==> src/rtl/mult_stage_if.sv <==
// Issue-side and CDB-side handshake bundle for the pipelined RV32M multiply unit.
interface mult_stage_if #(
   parameter int XLEN     = 32,
   parameter int TAG_BITS = 6
);
   logic                in_valid;
   logic                in_ready;
   logic [1:0]          in_func;
   logic [XLEN-1:0]     in_rs1;
   logic [XLEN-1:0]     in_rs2;
   logic [TAG_BITS-1:0] in_dest_tag;
   logic                out_valid;
   logic                out_ready;
   logic [XLEN-1:0]     out_result;
   logic [TAG_BITS-1:0] out_dest_tag;
   logic [3:0]          busy_count;

   // master: issue stage plus CDB arbiter; slave: the multiply unit
   modport master (
      output in_valid, in_func, in_rs1, in_rs2, in_dest_tag, out_ready,
      input  in_ready, out_valid, out_result, out_dest_tag, busy_count
   );

   modport slave (
      input  in_valid, in_func, in_rs1, in_rs2, in_dest_tag, out_ready,
      output in_ready, out_valid, out_result, out_dest_tag, busy_count
   );
endinterface

==> src/rtl/mult_stage.sv <==
// Pipelined RV32M multiplier: one slice of B per stage, A pre-shifted as it travels,
// whole-pipe stall on CDB back-pressure and a synchronous flush of every valid bit.
module mult_stage #(
   parameter int NUM_STAGES = 4,
   parameter int XLEN       = 32,
   parameter int TAG_BITS   = 6
) (
   input logic        clock,
   input logic        reset,
   input logic        flush,
   mult_stage_if.slave bus
);
   localparam int PW = 2 * XLEN;
   localparam int W  = PW / NUM_STAGES;
   localparam logic [1:0] F_MUL   = 2'd0;
   localparam logic [1:0] F_MULHU = 2'd3;

   logic [NUM_STAGES-1:0] r_vld;
   logic [PW-1:0]         r_a    [NUM_STAGES];
   logic [PW-1:0]         r_b    [NUM_STAGES];
   logic [PW-1:0]         r_acc  [NUM_STAGES];
   logic [1:0]            r_func [NUM_STAGES];
   logic [TAG_BITS-1:0]   r_tag  [NUM_STAGES];
   logic [3:0]            r_busy;

   logic                  w_stall;
   logic [NUM_STAGES-1:0] w_src_vld;
   logic [NUM_STAGES-1:0] w_vld_nxt;
   logic [PW-1:0]         w_src_a    [NUM_STAGES];
   logic [PW-1:0]         w_src_b    [NUM_STAGES];
   logic [PW-1:0]         w_src_acc  [NUM_STAGES];
   logic [1:0]            w_src_func [NUM_STAGES];
   logic [TAG_BITS-1:0]   w_src_tag  [NUM_STAGES];
   logic [PW-1:0]         w_pp       [NUM_STAGES];

   function automatic logic [PW-1:0] f_ext(input logic [XLEN-1:0] v, input logic sgn);
      return sgn ? {{XLEN{v[XLEN-1]}}, v} : {{XLEN{1'b0}}, v};
   endfunction

   function automatic logic [XLEN-1:0] f_select(input logic [PW-1:0] p, input logic [1:0] fn);
      return (fn == F_MUL) ? p[XLEN-1:0] : p[PW-1:XLEN];
   endfunction

   function automatic logic [3:0] f_popcount(input logic [NUM_STAGES-1:0] v);
      logic [3:0] cnt;
      cnt = '0;
      for (int i = 0; i < NUM_STAGES; i++) cnt = cnt + 4'(v[i]);
      return cnt;
   endfunction

   assign w_stall = r_vld[NUM_STAGES-1] & ~bus.out_ready;

   always_comb begin
      // stage 0 sources come straight from the issue packet, with operand extension
      w_src_vld[0]  = bus.in_valid & ~w_stall;
      w_src_a[0]    = f_ext(bus.in_rs1, bus.in_func != F_MULHU);
      w_src_b[0]    = f_ext(bus.in_rs2, ~bus.in_func[1]);
      w_src_acc[0]  = '0;
      w_src_func[0] = bus.in_func;
      w_src_tag[0]  = bus.in_dest_tag;
      for (int k = 1; k < NUM_STAGES; k++) begin
         w_src_vld[k]  = r_vld[k-1];
         w_src_a[k]    = r_a[k-1];
         w_src_b[k]    = r_b[k-1];
         w_src_acc[k]  = r_acc[k-1];
         w_src_func[k] = r_func[k-1];
         w_src_tag[k]  = r_tag[k-1];
      end
      // A arrives already shifted by k*W, so each partial product needs no extra shift
      for (int k = 0; k < NUM_STAGES; k++) begin
         w_pp[k]      = w_src_a[k] * PW'(w_src_b[k][W-1:0]);
         w_vld_nxt[k] = ~flush & (w_stall ? r_vld[k] : w_src_vld[k]);
      end
   end

   always_ff @(posedge clock or negedge reset) begin
      if (!reset) begin
         r_vld  <= '0;
         r_busy <= '0;
         for (int k = 0; k < NUM_STAGES; k++) begin
            r_a[k]    <= '0;
            r_b[k]    <= '0;
            r_acc[k]  <= '0;
            r_func[k] <= '0;
            r_tag[k]  <= '0;
         end
      end else begin
         r_vld  <= w_vld_nxt;
         r_busy <= f_popcount(w_vld_nxt);
         if (!w_stall) begin
            for (int k = 0; k < NUM_STAGES; k++) begin
               r_a[k]    <= w_src_a[k] << W;
               r_b[k]    <= w_src_b[k] >> W;
               r_acc[k]  <= w_src_acc[k] + w_pp[k];
               r_func[k] <= w_src_func[k];
               r_tag[k]  <= w_src_tag[k];
            end
         end
      end
   end

   // result select sits after the last stage register, so no in_* to out_* path exists
   assign bus.in_ready     = ~w_stall;
   assign bus.out_valid    = r_vld[NUM_STAGES-1];
   assign bus.out_result   = f_select(r_acc[NUM_STAGES-1], r_func[NUM_STAGES-1]);
   assign bus.out_dest_tag = r_tag[NUM_STAGES-1];
   assign bus.busy_count   = r_busy;
endmodule

==> src/flat_wrapper.sv <==
// flat-port wrapper written by rule: the top's interface ports become plain ports
module mult_stage_flat 
#(
   parameter int NUM_STAGES = 4,
   parameter int XLEN       = 32,
   parameter int TAG_BITS   = 6
)
  (clock, reset, flush, bus_in_valid, bus_in_func, bus_in_rs1, bus_in_rs2, bus_in_dest_tag, bus_out_ready, bus_in_ready, bus_out_valid, bus_out_result, bus_out_dest_tag, bus_busy_count);
  mult_stage_if #(.XLEN(XLEN), .TAG_BITS(TAG_BITS)) bus_i ();
  input logic clock;
  input logic reset;
  input logic flush;
  input wire logic [$bits(bus_i.in_valid)-1:0] bus_in_valid;
  input wire logic [$bits(bus_i.in_func)-1:0] bus_in_func;
  input wire logic [$bits(bus_i.in_rs1)-1:0] bus_in_rs1;
  input wire logic [$bits(bus_i.in_rs2)-1:0] bus_in_rs2;
  input wire logic [$bits(bus_i.in_dest_tag)-1:0] bus_in_dest_tag;
  input wire logic [$bits(bus_i.out_ready)-1:0] bus_out_ready;
  output wire logic [$bits(bus_i.in_ready)-1:0] bus_in_ready;
  output wire logic [$bits(bus_i.out_valid)-1:0] bus_out_valid;
  output wire logic [$bits(bus_i.out_result)-1:0] bus_out_result;
  output wire logic [$bits(bus_i.out_dest_tag)-1:0] bus_out_dest_tag;
  output wire logic [$bits(bus_i.busy_count)-1:0] bus_busy_count;
  assign bus_i.in_valid = bus_in_valid;
  assign bus_i.in_func = bus_in_func;
  assign bus_i.in_rs1 = bus_in_rs1;
  assign bus_i.in_rs2 = bus_in_rs2;
  assign bus_i.in_dest_tag = bus_in_dest_tag;
  assign bus_i.out_ready = bus_out_ready;
  assign bus_in_ready = bus_i.in_ready;
  assign bus_out_valid = bus_i.out_valid;
  assign bus_out_result = bus_i.out_result;
  assign bus_out_dest_tag = bus_i.out_dest_tag;
  assign bus_busy_count = bus_i.busy_count;
  mult_stage #(.NUM_STAGES(NUM_STAGES), .XLEN(XLEN), .TAG_BITS(TAG_BITS)) u_core (.clock(clock), .reset(reset), .flush(flush), .bus(bus_i));
endmodule
==> config.mk <==
export PLATFORM = sky130hd
export DESIGN_NAME = mult_stage_flat
export DESIGN_NICKNAME = d
export VERILOG_FILES = /design/src/rtl/mult_stage_if.sv /design/src/rtl/mult_stage.sv /design/src/flat_wrapper.sv
export SDC_FILE = /design/constraint.sdc
export NUM_CORES = 2
export LEC_CHECK = 0
export ABC_AREA = 0
export CAP_MARGIN = 10
export CORE_ASPECT_RATIO = 1.1
export CORE_MARGIN = 4
export CORE_UTILIZATION = 38
export DETAILED_ROUTE_END_ITERATION = 16
export PLACE_DENSITY_LB_ADDON = 0.3
export SLEW_MARGIN = 5
export SYNTH_ARGS = -nofsm -noshare
export SYNTH_HDL_FRONTEND = slang
export SYNTH_SLANG_ARGS = --single-unit
==> constraint.sdc <==
create_clock -name clock -period 11.6 [get_ports clock]
set_input_delay 2.32 -clock clock [delete_from_list [all_inputs] [get_ports clock]]
set_output_delay 2.32 -clock clock [all_outputs]
set_load 0.005 [all_outputs]
==> impl_metrics.toml <==
[floorplanning]
initial_utilization = 0.3820
coreArea_mm2 = 0.1684
die_h_um = 439.6
ios = 121
fp.dieW_um = 400.3
num_rows = 158
die_area_mm2 = 0.1760

[final_layout]
post-route-util = 0.4116
fin_nets = 8810
area_growth_pct = 7.756
layout-drive-gt1-share = 0.03706

[cts]
cts_tree = "done"
path_clk_slew_ns = 0.07
numCtsBuffers = 47
htree_levels = 2
hold_buffers = 0
insertion_delay_ns = 0.63
cts.sink_count = 395
cts_setup_buffers = 0
cts_buffer_depth = 3
cts_resized = 0
cts-root-buf = "clkbuf_16"

[grt]
busiest_layer = "met2"
antenna_found_initial = 6
grt_max_degree = 143
grt_pass1_vias = 51100
grtUsageMet1 = 0.2854
grtUsageMet2 = 0.3557
grt_usage = 0.2122
grtUsageMet3 = 0.02420
grt_pass1_wl_um = 294400
overflow = 0

[drt]
antenna_left = 0
routed_wl_um = 184600
viasPerCell = 5.033
drt_pre_antenna_iters = 5
num_vias = 47140
drtIter0Drc = 3112
post_drt_wl_per_cell_um = 19.71
drc_errors = 0

[critical_path]
arrival_ns = 10.16
critPathLaunchType = "flip-flop"
path_max_fanout = 35
r2r_slack_ns = 1.91
critPathLaunch = "u_core.r_b[158]"
required_ns = 12.07
worst_setup_path_end_kind = "flip-flop"
slowest_delay_ns = 1.03
r2r_end = "u_core.r_acc[120]"
cp_slowest_cell = "dfrtp_1"
rr_worst_depth = 29
crit_type = "flip-flop to flip-flop"
reg2reg_from = "u_core.r_b[158]"

[placed_design]
numPortBuffers = 119
dp_hpwl_um = 149000
gp_congestion = 0.9412

[yosys]
ys_async_sr_fraction = 1.000
ys_top_cells_by_count = "1610 x nand2_1, 1342 x inv_1, 1282 x fa_1, 395 x dfrtp_1, 373 x and2_1"
yosysUniqueCellTypes = 90
synth_area_leader_cell = "fa_1"
yosys_most_used_dff = "dfrtp_1"
yosysWarnings = 0
synth_edf_count = 0
syn_nets = 8889
synth-seq-cells = 395
synth_top_area_share = 0.3989
avgSynthCellArea_um2 = 8.979
yosysSeqAreaShare = 0.1536
synth_area_mm2 = 0.06434
yosys-top-cells-area = "fa_1 40%, dfrtp_1 15%, nand2_1 9.4%, inv_1 7.8%, ha_1 7.1%"
yosysMostFrequentCell = "nand2_1"
syn_inst = 7165

[job]
drv_cap = 0

[timing]
rsz0062_at_grt = "no"
tightestPinTransition_ns = 1.082
slew_headroom = 0.2788
min_period_over_period = 0.8353
finalSetupTns_ns = 0
max_freq_ghz = 0.1032
hold_viol_final = 0
final_max_slew_viol_count = 0
fin_crit_ns = 9.690
setup_viol = 0
fin_skew_ns = 0.04115

[worst_hold_path]
min_path_type = "flip-flop to flip-flop"
whs_path_depth = 2
hold_start = "u_core.r_a[183]"
hold-path-endpoint = "u_core.r_a[183]"

[outcome]
status = "complete, no violations"
[through the flow]
| step | setup slack, ns | instance area, um2 | cells | hold slack, ns |
|---|---|---|---|---|
| 4_1_cts | 1.974 | 69320 | 9364 | 0.4646 |
| 6_report | 1.910 | 69330 | 9366 | 0.4572 |
| 3_5_place_dp | 1.579 | 67760 | 9277 | 0.4512 |
| 3_3_place_gp | 1.646 | 67760 | 9277 | 0.4469 |
| 2_1_floorplan | 3.100 | 64340 | 7165 | 0.4304 |
| 5_1_grt | 1.425 | 69320 | 9365 | 0.4764 |
[final cells by class]
class                      instances  area (um2)
fill                           16840       99110
multi-input combinational       5082       48070
sequential                       395        9896
inverter                        1343        5049
tap                             2240        2803
timing repair buffer             217        1947
clock buffer                      60        1295
clock inverter                    27       265.3
antenna                            2       5.005
[critical path, delay by kind of cell, from the launching register on]
kind	cells	cell delay, ns
AO/OA/AOI/OAI	12	3.05
XOR/XNOR	2	0.60
adder cells (fa/ha/maj)	8	3.35
buffers and inverters	5	0.41
flip-flops	1	1.03
AND/OR/NAND/NOR	2	1.07
[how the worst max path moves through the flow]
stage	endpoint	cells after the start
2_1_floorplan	u_core.r_acc[240]	25
3_3_place_gp	u_core.r_acc[245]	23
3_5_place_dp	u_core.r_acc[245]	23
4_1_cts	u_core.r_acc[120]	29
5_1_grt	u_core.r_acc[120]	29
6_report	u_core.r_acc[120]	29
[registers in the layout, summed over array words and instances, names as in the netlist]
name,flops
u_core.r_acc,256
u_core.r_a,81
u_core.r_b,19
u_core.r_tag,18
u_core.r_func,8
u_core.bus.out_dest_tag,6
u_core.r_vld,4
u_core.bus.busy_count,3
[layer usage]
layer,up-vias,part of all wire
met5,-,0.000070
met4,2,0.042
met3,296,0.054
met2,1290,0.47
met1,24180,0.43
li1,21370,-
[layout by cell type (no fill, tap or decap), drive strengths merged, types with 27 or more instances in the layout]
cell           synthesis  routed
clkbuf               329      60
mux2                  33      33
nand3                 39      39
xnor2                174     174
nor3                  33      33
nor2                 196     196
a21o                 129     129
dfrtp                395     395
inv                 1343    1346
o21a                  27      27
fa                  1282    1282
nand4                 30      30
ha                   365     365
o21ai                161     161
and2                 375     375
clkdlybuf4s50          0     116
xor2                  81      81
o21bai                39      39
buf                   15     101
nand2               1610    1610
a21oi                270     270
[cell families (layout without fill, tap and decap cells)]
family / after synthesis / in the layout / share of synthesized area
other: 1 / 3 / 0.00005829
XOR/XNOR: 256 / 256 / 0.03506
AND/OR/NAND/NOR: 2379 / 2379 / 0.1605
buffers and inverters: 1688 / 1647 / 0.09948
multiplexers: 34 / 34 / 0.005932
adder cells (fa/ha/maj): 1647 / 1647 / 0.4699
AO/OA/AOI/OAI: 765 / 765 / 0.07540
flip-flops: 395 / 395 / 0.1536
Power is not shown: default switching activity piles up to over one toggle a cycle in this logic, so the estimate is an artifact.
